<file path="config.mk">
export PLATFORM = sky130hd
export DESIGN_NAME = signed_alu_arbiter
export DESIGN_NICKNAME = d
export VERILOG_FILES = /design/src/rtl/signed_alu_pkg.sv /design/src/rtl/signed_alu_core.sv /design/src/rtl/signed_alu_arbiter.sv
export SDC_FILE = /design/constraint.sdc
export NUM_CORES = 1
export LEC_CHECK = 0
export BUFFER_PORTS_ARGS = -buffer_cell sky130_fd_sc_hd__buf_2
export CELL_PAD_IN_SITES_DETAIL_PLACEMENT = 0
export CELL_PAD_IN_SITES_GLOBAL_PLACEMENT = 1
export CORE_UTILIZATION = 40
export CTS_BUF_LIST = sky130_fd_sc_hd__clkbuf_8 sky130_fd_sc_hd__clkbuf_16
export DETAILED_ROUTE_END_ITERATION = 12
export PLACE_DENSITY = 0.77
export REMOVE_ABC_BUFFERS = 1
export SYNTH_ARGS = -nofsm -noshare
export SYNTH_HDL_FRONTEND = slang
export SYNTH_SLANG_ARGS = --single-unit
</file>
<file path="constraint.sdc">
create_clock -name clk -period 48.9 [get_ports clk]
set_input_delay 4.89 -clock clk [delete_from_list [all_inputs] [get_ports clk]]
set_output_delay 4.89 -clock clk [all_outputs]
set_load 0.02 [all_outputs]
</file>
<file path="src/rtl/signed_alu_pkg.sv">
// Shared opcode constants, FSM state encoding and a small index helper for the
// signed ALU arbiter slice.
package signed_alu_pkg;

    localparam logic [1:0] OP_ADD = 2'd0;
    localparam logic [1:0] OP_SUB = 2'd1;
    localparam logic [1:0] OP_MUL = 2'd2;
    localparam logic [1:0] OP_DIV = 2'd3;

    typedef enum logic [1:0] {
        S_IDLE = 2'd0,
        S_EXEC = 2'd1,
        S_RESP = 2'd2
    } state_t;

    // Next index after idx in a ring of n entries; n need not be a power of two.
    function automatic int wrap_inc(input int idx, input int n);
        return (idx + 1 >= n) ? 0 : idx + 1;
    endfunction

endpackage

</file>
<file path="src/rtl/signed_alu_core.sv">
// Registered signed add/sub/mul/div on sign-extended operands. The result
// updates only when en is high and is otherwise held.
module signed_alu_core
    import signed_alu_pkg::*;
#(
    parameter int DATA_W = 8
) (
    input  logic                  clk,
    input  logic                  n_rst,
    input  logic                  en,
    input  logic [1:0]            op,
    input  logic [DATA_W-1:0]     a,
    input  logic [DATA_W-1:0]     b,
    output logic [2*DATA_W-1:0]   result,
    output logic                  div0
);

    localparam int RES_W = 2 * DATA_W;

    logic signed [RES_W-1:0] a_ext;
    logic signed [RES_W-1:0] b_ext;
    logic signed [RES_W-1:0] result_d;
    logic signed [RES_W-1:0] result_q;
    logic                    div0_d;
    logic                    div0_q;

    assign a_ext = {{DATA_W{a[DATA_W-1]}}, a};
    assign b_ext = {{DATA_W{b[DATA_W-1]}}, b};

    // At double width every product and the -MIN/-1 quotient fit exactly,
    // so no overflow handling is needed; the divider is kept off a zero divisor.
    always_comb begin
        result_d = result_q;
        div0_d   = div0_q;
        if (en) begin
            div0_d = 1'b0;
            case (op)
                OP_ADD:  result_d = a_ext + b_ext;
                OP_SUB:  result_d = a_ext - b_ext;
                OP_MUL:  result_d = a_ext * b_ext;
                OP_DIV: begin
                    if (b_ext == '0) begin
                        result_d = '0;
                        div0_d   = 1'b1;
                    end else begin
                        result_d = a_ext / b_ext;
                    end
                end
                default: result_d = '0;
            endcase
        end
    end

    always_ff @(posedge clk or negedge n_rst) begin
        if (!n_rst) begin
            result_q <= '0;
            div0_q   <= 1'b0;
        end else begin
            result_q <= result_d;
            div0_q   <= div0_d;
        end
    end

    assign result = result_q;
    assign div0   = div0_q;

endmodule

</file>
<file path="src/rtl/signed_alu_arbiter.sv">
// Round-robin arbiter sharing one registered signed ALU among NUM_REQ
// requesters; each granted operation yields one tagged, held response.
module signed_alu_arbiter
    import signed_alu_pkg::*;
#(
    parameter int NUM_REQ = 4,
    parameter int DATA_W  = 8,
    parameter int ID_W    = 2
) (
    input  logic                        clk,
    input  logic                        n_rst,
    input  logic [NUM_REQ-1:0]          req_valid,
    output logic [NUM_REQ-1:0]          req_ready,
    input  logic [2*NUM_REQ-1:0]        req_op,
    input  logic [DATA_W*NUM_REQ-1:0]   req_a,
    input  logic [DATA_W*NUM_REQ-1:0]   req_b,
    output logic                        rsp_valid,
    input  logic                        rsp_ready,
    output logic [ID_W-1:0]             rsp_id,
    output logic [1:0]                  rsp_op,
    output logic [2*DATA_W-1:0]         rsp_result,
    output logic                        rsp_div0,
    output logic                        busy
);

    state_t              state_q;
    state_t              state_d;
    logic [ID_W-1:0]     rr_ptr_q;
    logic [ID_W-1:0]     rr_ptr_d;
    logic [ID_W-1:0]     id_q;
    logic [ID_W-1:0]     id_d;
    logic [1:0]          op_q;
    logic [1:0]          op_d;
    logic [DATA_W-1:0]   a_q;
    logic [DATA_W-1:0]   a_d;
    logic [DATA_W-1:0]   b_q;
    logic [DATA_W-1:0]   b_d;

    logic [1:0]          op_arr [NUM_REQ];
    logic [DATA_W-1:0]   a_arr  [NUM_REQ];
    logic [DATA_W-1:0]   b_arr  [NUM_REQ];

    logic                grant_found;
    logic [ID_W-1:0]     grant_idx;
    logic                grant_en;
    logic                alu_en;

    // req_ready is combinational, so it is also qualified by n_rst to keep it
    // low while reset is held even if requesters are already valid.
    assign grant_en = n_rst && (state_q == S_IDLE) && grant_found;

    genvar gi;
    generate
        for (gi = 0; gi < NUM_REQ; gi++) begin : g_req
            assign op_arr[gi]    = req_op[2*gi +: 2];
            assign a_arr[gi]     = req_a[DATA_W*gi +: DATA_W];
            assign b_arr[gi]     = req_b[DATA_W*gi +: DATA_W];
            assign req_ready[gi] = grant_en && (grant_idx == ID_W'(gi));
        end
    endgenerate

    // First valid requester at or after rr_ptr, wrapping around.
    always_comb begin
        int scan_idx;
        scan_idx    = 0;
        grant_found = 1'b0;
        grant_idx   = '0;
        for (int k = 0; k < NUM_REQ; k++) begin
            scan_idx = int'(rr_ptr_q) + k;
            if (scan_idx >= NUM_REQ) begin
                scan_idx = scan_idx - NUM_REQ;
            end
            if (!grant_found && req_valid[scan_idx]) begin
                grant_found = 1'b1;
                grant_idx   = ID_W'(scan_idx);
            end
        end
    end

    always_comb begin
        state_d  = state_q;
        rr_ptr_d = rr_ptr_q;
        id_d     = id_q;
        op_d     = op_q;
        a_d      = a_q;
        b_d      = b_q;
        alu_en   = 1'b0;
        case (state_q)
            S_IDLE: begin
                if (grant_en) begin
                    id_d     = grant_idx;
                    op_d     = op_arr[grant_idx];
                    a_d      = a_arr[grant_idx];
                    b_d      = b_arr[grant_idx];
                    rr_ptr_d = ID_W'(wrap_inc(int'(grant_idx), NUM_REQ));
                    state_d  = S_EXEC;
                end
            end
            S_EXEC: begin
                alu_en  = 1'b1;
                state_d = S_RESP;
            end
            S_RESP: begin
                // Returning to IDLE first keeps a new grant out of the
                // response-handshake cycle.
                if (rsp_ready) begin
                    state_d = S_IDLE;
                end
            end
            default: state_d = S_IDLE;
        endcase
    end

    always_ff @(posedge clk or negedge n_rst) begin
        if (!n_rst) begin
            state_q  <= S_IDLE;
            rr_ptr_q <= '0;
            id_q     <= '0;
            op_q     <= '0;
            a_q      <= '0;
            b_q      <= '0;
        end else begin
            state_q  <= state_d;
            rr_ptr_q <= rr_ptr_d;
            id_q     <= id_d;
            op_q     <= op_d;
            a_q      <= a_d;
            b_q      <= b_d;
        end
    end

    signed_alu_core #(
        .DATA_W (DATA_W)
    ) u_core (
        .clk    (clk),
        .n_rst  (n_rst),
        .en     (alu_en),
        .op     (op_q),
        .a      (a_q),
        .b      (b_q),
        .result (rsp_result),
        .div0   (rsp_div0)
    );

    assign rsp_valid = (state_q == S_RESP);
    assign rsp_id    = id_q;
    assign rsp_op    = op_q;
    assign busy      = (state_q != S_IDLE);

endmodule

</file>
==> out/qor.yml, run 1 <==
status:
  status: "finished, final reports clean"
cells_and_area:
  drive_gt1_frac: 0.107
  nFillCells: 3139
  n_antenna_cell: 0
  area_growth_pct: 10.3
  regArea_um2: 1030
  fin_nets: 2122
  multiInputGateArea_um2: 11000
cts:
  postCtsHoldBufs: 0
  cts_buffer_depth: 2
  cts_tree: "built"
  cts_max_level: 2
  clkTransAtPathRegs_ps: 70
  post_cts_buffers: 0
  cts-buffers-inserted: 5
  clock_latency_ps: 300
  cts_resized: 0
  cts_root_buf: "clkbuf_16"
  cts_sinks: 41
grt:
  grt_pass1_wl_mm: 61.5
  grt_max_degree: 43
  grt.total_usage: 0.241
  grt_pass1_vias: 11900
  overflow: 0
  antenna_found_initial: 0
worst_setup_path:
  start_kind: "flip-flop"
  critPathArrivalTime_ps: 30340
  critPathMaxStageDelay_ps: 700
  cp_common_cell: "ha_1"
  crit_fanout: 19
  crit_type: "flip-flop to flip-flop"
  crit_path_end_kind: "flip-flop"
  slowest_stage: "o21ai_2"
  crit_required_ps: 49070
sta:
  rsz0062_at_grt: "no"
  fmax_mhz: 33.2
  clock_skew_ps: 8.25
  fin_crit_ps: 30160
  hold_viol: 0
  tightest_slew_ps: 1120
  worst_slew_margin_rel: 0.252
  setup_tns_ps: 0
  finalCritPeriodShare: 0.617
  maxSlewViolCount: 0
  setup_violations: 0
drt:
  num_vias: 12500
  wl_per_cell_um: 17.3
  drt-initial-drc-count: 729
  drc_errors: 0
  viasPerCell: 5.69
  first_pass_iters: 5
  antenna_left: 0
  wl_mm: 37.9
synthesis:
  syn_area_um2: 12500
  ys_seq_elements: 41
  async_flop_share: 1.00
  synthAdderAreaFrac: 0.280
  synth.distinct_cells: 94
  muxShareOfSynthArea: 0.0295
  synth_edf_count: 0
  avgSynthCellArea_um2: 7.46
  synth_top_family_by_area: "adder cells"
  synth_compound_area_frac: 0.252
  yosys_warnings: 0
  synth_xor_area_frac: 0.0727
  synth_ff_type: "dfrtp_1"
  synth_cells: 1681
  synth-seq-area-share: 0.0819
  synth_simple_gate_area_frac: 0.229
floorplan:
  boundaryPins: 106
  initial_core_util: 0.409
  die_w_um: 179
  coreArea_um2: 30700
  core.rowCount: 64
  die_y_um: 179
  dieArea_um2: 32000
min_path:
  hp-class: "flip-flop to flip-flop"
placement:
  io_buffer_count: 105
  hpwl_mm: 30.3
  place_congestion: 0.919
run:
  cap_violations: 0
==> synthesized netlist by cell type, types with 5 or more instances <==
cell type	instances	area share
xnor2_1	76	0.053
or3_1	12	0.0060
clkbuf_1	42	0.013
o21ai_0	95	0.038
mux2_2	24	0.022
xor2_1	28	0.020
o31a_1	5	0.0035
nor4_1	12	0.0060
nor2b_1	17	0.0085
nor3b_1	7	0.0042
nor3_1	48	0.019
a31o_2	6	0.0042
o21a_1	36	0.022
a221oi_1	12	0.0084
buf_2	7	0.0028
and2_1	28	0.014
mux2i_1	10	0.0080
nand2b_1	19	0.0095
fa_1	57	0.091
a21o_1	51	0.031
nor2_1	172	0.052
nand3b_1	7	0.0042
a31oi_1	15	0.0075
a211o_1	6	0.0042
inv_1	114	0.034
a211oi_1	18	0.011
nand4_1	8	0.0040
a22oi_1	5	0.0030
buf_1	6	0.0018
o31ai_1	15	0.0090
o211ai_1	23	0.014
dfrtp_1	41	0.082
a21oi_1	106	0.042
o21bai_1	9	0.0054
nand2_1	181	0.054
nand3_1	67	0.027
and3_1	12	0.0060
ha_1	189	0.19
==> flip-flops by register name (all words and copies together), names as in the netlist <==
register,flops
u_core.result,16
a_q,8
b_q,8
rr_ptr_q,2
rsp_id,2
rsp_op,2
state_q,2
u_core.div0,1
==> per-stage QoR <==
stage,hold slack (ps),cells,area [µm²],util,setup WS [ps]
2_1_floorplan,471,1665,12500,-,21380
3_3_place_gp,459,2186,13600,0.445,20110
3_5_place_dp,474,2186,13600,0.445,19240
4_1_cts,493,2194,13800,0.451,19110
5_1_grt,530,2194,13800,0.451,16220
6_report,489,2194,13800,0.451,18740
==> placed cells by master (no fill, tap or decap), drive strengths merged, types with 51 or more instances in the layout <==
cell type  Yosys  routed
a21o          51      51
ha           189     189
buf           15     125
nand3         67      67
fa            57      57
a21oi        106     106
o21ai        100     100
inv          115     115
nand2        182     182
xnor2         76      76
nor2         172     172
==> worst max-delay path: cells and delay by family, from the launching register on <==
family	cells	cell delay (ps)
simple gates	28	6810
xor+xnor	1	240
flops	1	510
buf+inv	10	1930
fa+ha+maj	15	5040
compound gates	52	13710
mux	5	1760
==> cells by family (layout without fill, tap and decap cells) <==
group | after synthesis | in the layout
simple gates | 610 | 610
compound gates | 467 | 467
fa+ha+maj | 246 | 246
buf+inv | 177 | 252
xor+xnor | 104 | 104
flops | 41 | 41
mux | 34 | 34
other cells | 2 | 44
==> final timing paths <==
kind | slack, ps | end | cells past startpoint | from
hold / removal | 490 | rsp_id[0] | 2 | rsp_id[0]
setup / recovery | 18740 | u_core.result[9] | 111 | b_q[1]
max in group asynchronous | 43830 | u_core.result[1] | 2 | n_rst
setup reg to reg | 18740 | u_core.result[9] | 111 | b_q[1]
min in group asynchronous | 4680 | b_q[4] | 2 | n_rst
hold reg to reg | 490 | rsp_id[0] | 2 | rsp_id[0]
==> metal layers <==
| layer | up-vias | part of all wire | track usage |
|---|---|---|---|
| li1 | 6239 | - | - |
| met1 | 5843 | 0.47 | 0.330 |
| met2 | 335 | 0.47 | 0.410 |
| met3 | 59 | 0.045 | 0.0151 |
| met4 | 0 | 0.021 | 0.0590 |
| met5 | - | 0 | 0 |
==> area by class of cell <==
cell class                 instances  share of cell area
multi-input combinational       1505               0.796
clock buffer                       5             0.00905
clock inverter                     3             0.00335
inverter                         119              0.0323
sequential                        41              0.0742
tap                              396              0.0359
timing repair buffer             125              0.0489
Power of run 1 is left out: the tool's default activity adds up to more than one toggle a clock period on the data nets, which glitch-free logic cannot reach.
==> run 2: changes to the inputs <==
==> constraint.sdc (replaced) <==
create_clock -name clk -period 30.3 [get_ports clk]
set_input_delay 3.03 -clock clk [delete_from_list [all_inputs] [get_ports clk]]
set_output_delay 3.03 -clock clk [all_outputs]
set_load 0.02 [all_outputs]
==> run 2 against run 1 <==
Net effect: setup slack lost 17000 ps; register-to-register slack got worse by 17000 ps; clock skew up 3.6 ps; hold slack lost 6.2 ps; non-clock buffer count increased by 6; critical path type unchanged; critical endpoint is now u_core.result[12].
==> out/qor.yml, run 2 (synthesized netlist as in run 1, its figures left out) <==
worst_setup_path:
  setup.worst_path.end: "u_core.result[12]"  # was u_core.result[9]
  cp_common_cell: "ha_1"  # unchanged
  crit_path_end_kind: "flip-flop"  # unchanged
  start_kind: "flip-flop"  # unchanged
  critPathMaxStageDelay_ps: 490  # was 700 ps
  crit_fanout: 17  # was 19
  worstReg2RegEnd: "u_core.result[12]"  # was u_core.result[9]
  slowest_stage: "dfrtp_2"  # was o21ai_2
  worstSetupStartpoint: "b_q[1]"  # unchanged
  crit_required_ps: 30470  # was 49070 ps
  r2r_start: "b_q[1]"  # unchanged
  rrSetupSlack_ps: 2170  # was 18740 ps
  r2r_cells: 116  # was 111
  critPathBufInv: 13  # was 10
  critPathArrivalTime_ps: 28300  # was 30340 ps
  cp_num_cells: 116  # was 111
  crit_type: "flip-flop to flip-flop"  # unchanged
  crit_family: "compound AO/OA/AOI/OAI gates"  # unchanged
floorplan:
  boundaryPins: 106  # unchanged
  coreArea_um2: 30700  # unchanged
  dieArea_um2: 32000  # unchanged
  initial_core_util: 0.409  # unchanged
  core.rowCount: 64  # unchanged
  die_y_um: 179  # unchanged
  die_w_um: 179  # unchanged
sta:
  hold_viol: 0  # unchanged
  rsz0062_at_grt: "no"  # unchanged
  fmax_mhz: 35.5  # was 33.2 MHz
  tightest_slew_ps: 1140  # was 1120 ps
  clock_skew_ps: 11.8  # was 8.25 ps
  worst_slew_margin_rel: 0.242  # was 0.252
  maxSlewViolCount: 0  # unchanged
  finalCritPeriodShare: 0.928  # was 0.617
  setup_violations: 0  # unchanged
  fin_hold_ws_ps: 483  # was 489 ps
  fin_crit_ps: 28130  # was 30160 ps
  setup_tns_ps: 0  # unchanged
cts:
  cts_sinks: 41  # unchanged
  clkTransAtPathRegs_ps: 70  # about the same
  cts_tree: "built"  # unchanged
  postCtsHoldBufs: 0  # unchanged
  cts_root_buf: "clkbuf_16"  # unchanged
  cts-buffers-inserted: 5  # unchanged
  cts_max_level: 2  # unchanged
  cts_buffer_depth: 2  # unchanged
  clock_latency_ps: 300  # about the same
cells_and_area:
  drive_gt1_frac: 0.119  # was 0.107
  nFillCells: 3160  # was 3139
  mostFrequentLayoutCells: "188 x ha_1, 181 x nand2_1, 172 x nor2_1"  # was 189 x ha_1, 181 x nand2_1, 172 x nor2_1
  fin_nets: 2128  # was 2122
  n_antenna_cell: 0  # unchanged
  area_growth_pct: 11.4  # was 10.3%
  largest_reg_flops: 16  # unchanged
  final_common_cell: "ha_1"  # unchanged
run:
  cap_violations: 0  # unchanged
grt:
  overflow: 0  # unchanged
  grt.total_usage: 0.243  # was 0.241
  antenna_found_initial: 0  # unchanged
  grt_pass1_vias: 12100  # was 11900
  grt_max_degree: 43  # unchanged
  grt_pass1_wl_mm: 62.1  # was 61.5 mm
drt:
  wl_per_cell_um: 17.2  # was 17.3 µm
  drt-initial-drc-count: 773  # was 729
  wl_mm: 37.8  # was 37.9 mm
  antenna_left: 0  # unchanged
  num_vias: 12500  # about the same
  first_pass_iters: 7  # was 5
  viasPerCell: 5.67  # was 5.69
  drc_errors: 0  # unchanged
placement:
  io_buffer_count: 105  # unchanged
  hpwl_mm: 30.0  # was 30.3 mm
  place_congestion: 0.910  # was 0.919
min_path:
  hp-start: "rsp_id[0]"  # unchanged
  hp-class: "flip-flop to flip-flop"  # unchanged
status:
  status: "finished, final reports clean"  # unchanged
run 2: tightest hold or removal path: stages (launching register included):
cell and delay [ps]:
dfrtp_1 340, nand2_1 40, o21ai_0 60
run 2: how the worst min path moves through the flow:
stage | endpoint | cells after the start
floorplan | rr_ptr_q[0] | 2
global placement | rsp_id[0] | 2
detailed placement | rsp_id[0] | 2
CTS | rsp_id[1] | 2
global route | u_core.result[0] | 2
finish | rsp_id[0] | 2
run 2: layout make-up:
cell class / count / area, µm² / share of cell area
clock buffer: 5 / 125 / 0.00896
clock inverter: 3 / 46.3 / 0.00331
inverter: 119 / 449 / 0.0322
multi-input combinational: 1505 / 11100 / 0.795
sequential: 41 / 1030 / 0.0737
tap: 396 / 495 / 0.0355
timing repair buffer: 131 / 721 / 0.0516
run 2: per-stage QoR:
| step | area (µm²) | instances | util | setup WS, ps |
|---|---|---|---|---|
| 2_1_floorplan | 12500 | 1665 | - | 2780 |
| 3_3_place_gp | 13700 | 2189 | 0.446 | 1570 |
| 3_5_place_dp | 13700 | 2189 | 0.446 | 717 |
| 4_1_cts | 13800 | 2197 | 0.451 | 531 |
| 5_1_grt | 14000 | 2200 | 0.455 | 57.2 |
| 6_report | 14000 | 2200 | 0.455 | 2170 |
run 2: what timing repair did:
action	CTS	global route
setup endpoints to repair	0	16
gates resized for setup	0	22
setup buffers	0	3
run 2: metal layers:
metal  vias to the layer above  GRT usage  share of wire
met5                         -          0              0
met4                         0     0.0459          0.016
met3                        37     0.0187          0.044
met2                       309      0.416           0.47
met1                      5900      0.332           0.47
li1                       6237          -              -
Power of run 2 is left out for the same reason.
==> run 3: changes to the inputs <==
--- a/config.mk
+++ b/config.mk
@@ -11,7 +11,7 @@
 export CORE_UTILIZATION = 40
 export CTS_BUF_LIST = sky130_fd_sc_hd__clkbuf_8 sky130_fd_sc_hd__clkbuf_16
 export DETAILED_ROUTE_END_ITERATION = 12
-export PLACE_DENSITY = 0.77
+export PLACE_DENSITY = 0.8
 export REMOVE_ABC_BUFFERS = 1
 export SYNTH_ARGS = -nofsm -noshare
 export SYNTH_HDL_FRONTEND = slang
==> constraint.sdc (replaced) <==
create_clock -name clk -period 24.1 [get_ports clk]
set_input_delay 2.41 -clock clk [delete_from_list [all_inputs] [get_ports clk]]
set_output_delay 2.41 -clock clk [all_outputs]
set_load 0.02 [all_outputs]
==> run 3 against run 2 <==
Net effect: register-to-register slack lost 1400 ps; maximum frequency grew 21%; clock skew is essentially flat; setup slack lost 1400 ps; routed wire length grew 11%; utilization grew 11 points; critical path depth grew 5; highest routed layer unchanged; sequential cell count is the same; non-clock buffer count grew 311; first-iteration DRC count shrank 1.3%.
==> out/qor.yml, run 3 (synthesized netlist as in run 1, its figures left out) <==
run:
  cap_violations: 0  # unchanged
cts:
  clkTransAtPathRegs_ps: 70  # about the same
  cts_root_buf: "clkbuf_16"  # unchanged
  cts-buffers-inserted: 5  # unchanged
  clock_latency_ps: 300  # about the same
  cts_tree: "built"  # unchanged
  cts_buffer_depth: 2  # unchanged
  cts_max_level: 2  # unchanged
  postCtsHoldBufs: 0  # unchanged
  cts_sinks: 41  # unchanged
drt:
  drt-initial-drc-count: 763  # was 773
  first_pass_iters: 5  # was 7
  wl_per_cell_um: 16.7  # was 17.2 µm
  num_vias: 13800  # was 12500
  wl_mm: 41.8  # was 37.8 mm
  viasPerCell: 5.52  # was 5.67
  antenna_left: 0  # unchanged
  drc_errors: 0  # unchanged
cells_and_area:
  largest_reg_flops: 16  # unchanged
  final_common_cell: "buf_4"  # was ha_1
  drive_gt1_frac: 0.309  # was 0.119
  final_util: 0.564  # was 0.455
  fin_nets: 2439  # was 2128
  area_growth_pct: 38.0  # was 11.4%
  n_antenna_cell: 0  # unchanged
  final_cell_area_um2: 17300  # was 14000 µm²
  nFillCells: 2851  # was 3160
  mostFrequentLayoutCells: "327 x buf_4, 175 x nand2_1, 162 x nor2_1"  # was 188 x ha_1, 181 x nand2_1, 172 x nor2_1
worst_setup_path:
  r2r_cells: 121  # was 116
  worstReg2RegEnd: "u_core.result[12]"  # unchanged
  crit_type: "flip-flop to flip-flop"  # unchanged
  rrSetupSlack_ps: 760  # was 2170 ps
  slowest_stage: "dfrtp_1"  # was dfrtp_2
  crit_required_ps: 24280  # was 30470 ps
  crit_fanout: 8  # was 17
  critPathArrivalTime_ps: 23520  # was 28300 ps
  r2r_start: "b_q[4]"  # was b_q[1]
  start_kind: "flip-flop"  # unchanged
  cp_common_cell: "buf_4"  # was ha_1
  critPathMaxStageDelay_ps: 410  # was 490 ps
  crit_path_end_kind: "flip-flop"  # unchanged
floorplan:
  core.rowCount: 64  # unchanged
  boundaryPins: 106  # unchanged
  die_y_um: 179  # unchanged
  die_w_um: 179  # unchanged
  dieArea_um2: 32000  # unchanged
  initial_core_util: 0.409  # unchanged
  coreArea_um2: 30700  # unchanged
min_path:
  hp-class: "flip-flop to flip-flop"  # unchanged
  hp-start: "u_core.div0"  # was rsp_id[0]
  hold_end: "u_core.div0"  # was rsp_id[0]
  worstHoldPathCells: 2  # unchanged
grt:
  antenna_found_initial: 0  # unchanged
  grt_max_degree: 43  # unchanged
  use_met3: 0.0214  # was 0.0187
  overflow: 0  # unchanged
  grt.total_usage: 0.255  # was 0.243
  grt-busiest-layer: "met2"  # unchanged
  grt_use_met2: 0.446  # was 0.416
  globalRouteMet1Util: 0.333  # was 0.332
  grt_pass1_vias: 13200  # was 12100
  grt_pass1_wl_mm: 65.3  # was 62.1 mm
placement:
  place_area_um2: 15700  # was 13700 µm²
  hpwl_mm: 32.8  # was 30.0 mm
  place_congestion: 0.939  # was 0.910
  io_buffer_count: 105  # unchanged
sta:
  fin_crit_ps: 23340  # was 28130 ps
  fmax_mhz: 42.8  # was 35.5 MHz
  clock_skew_ps: 11.5  # was 11.8 ps
  tightest_slew_ps: 1120  # was 1140 ps
  setup_violations: 0  # unchanged
  hold_viol: 0  # unchanged
  worst_slew_margin_rel: 0.246  # was 0.242
  finalCritPeriodShare: 0.969  # was 0.928
  maxSlewViolCount: 0  # unchanged
status:
  status: "finished, final reports clean"  # unchanged
==> run 3: timing repair <==
item,CTS,global route
setup endpoints to repair,16,16
setup buffers,2,43
pin swaps,7,93
gates resized for setup,42,166
gates cloned,0,0
==> run 3: per-stage QoR <==
step	setup slack, ps	hold slack (ps)	TNS [ps]	cells
2_1_floorplan	-3420	471	-46440	1665
3_3_place_gp	-492	458	-4260	2459
3_5_place_dp	-1070	475	-12900	2459
4_1_cts	31.1	493	0	2468
5_1_grt	-297	524	-1750	2510
6_report	757	488	0	2510
==> run 3: how the worst max path moves through the flow <==
stage / start / to / slack (ps)
after floorplan: b_q[0] / u_core.result[12] / -3420
after global placement: b_q[1] / u_core.result[12] / -490
after detailed placement: b_q[0] / u_core.result[12] / -1070
after CTS: b_q[0] / u_core.result[12] / 30
after global routing: b_q[0] / u_core.result[12] / -300
final: b_q[4] / u_core.result[12] / 760
==> run 3: critical path: cells and delay by family, from the launching register on <==
| kind | cells | cell delay [ps] |
|---|---|---|
| buf+inv | 17 | 2490 |
| simple gates | 29 | 4410 |
| mux | 3 | 930 |
| xor+xnor | 1 | 130 |
| compound gates | 56 | 10490 |
| fa+ha+maj | 15 | 4310 |
| flops | 1 | 410 |
==> run 3: routing by layer <==
layer / part of all wire / wire, µm
met5: 0 / 0
met3: 0.041 / 1700
met1: 0.45 / 18800
met4: 0.023 / 952
met2: 0.49 / 20400
==> run 3: layout make-up <==
cell class	instances	area, µm²	area share
multi-input cells	1505	12100	0.698
repair buffers	442	3100	0.179
clock buffers	6	139	0.00803
well taps	396	495	0.0286
clock inverters	1	7.51	0.000434
flip-flops and latches	41	1030	0.0594
inverters	119	447	0.0258
Power of run 3 is left out for the same reason.
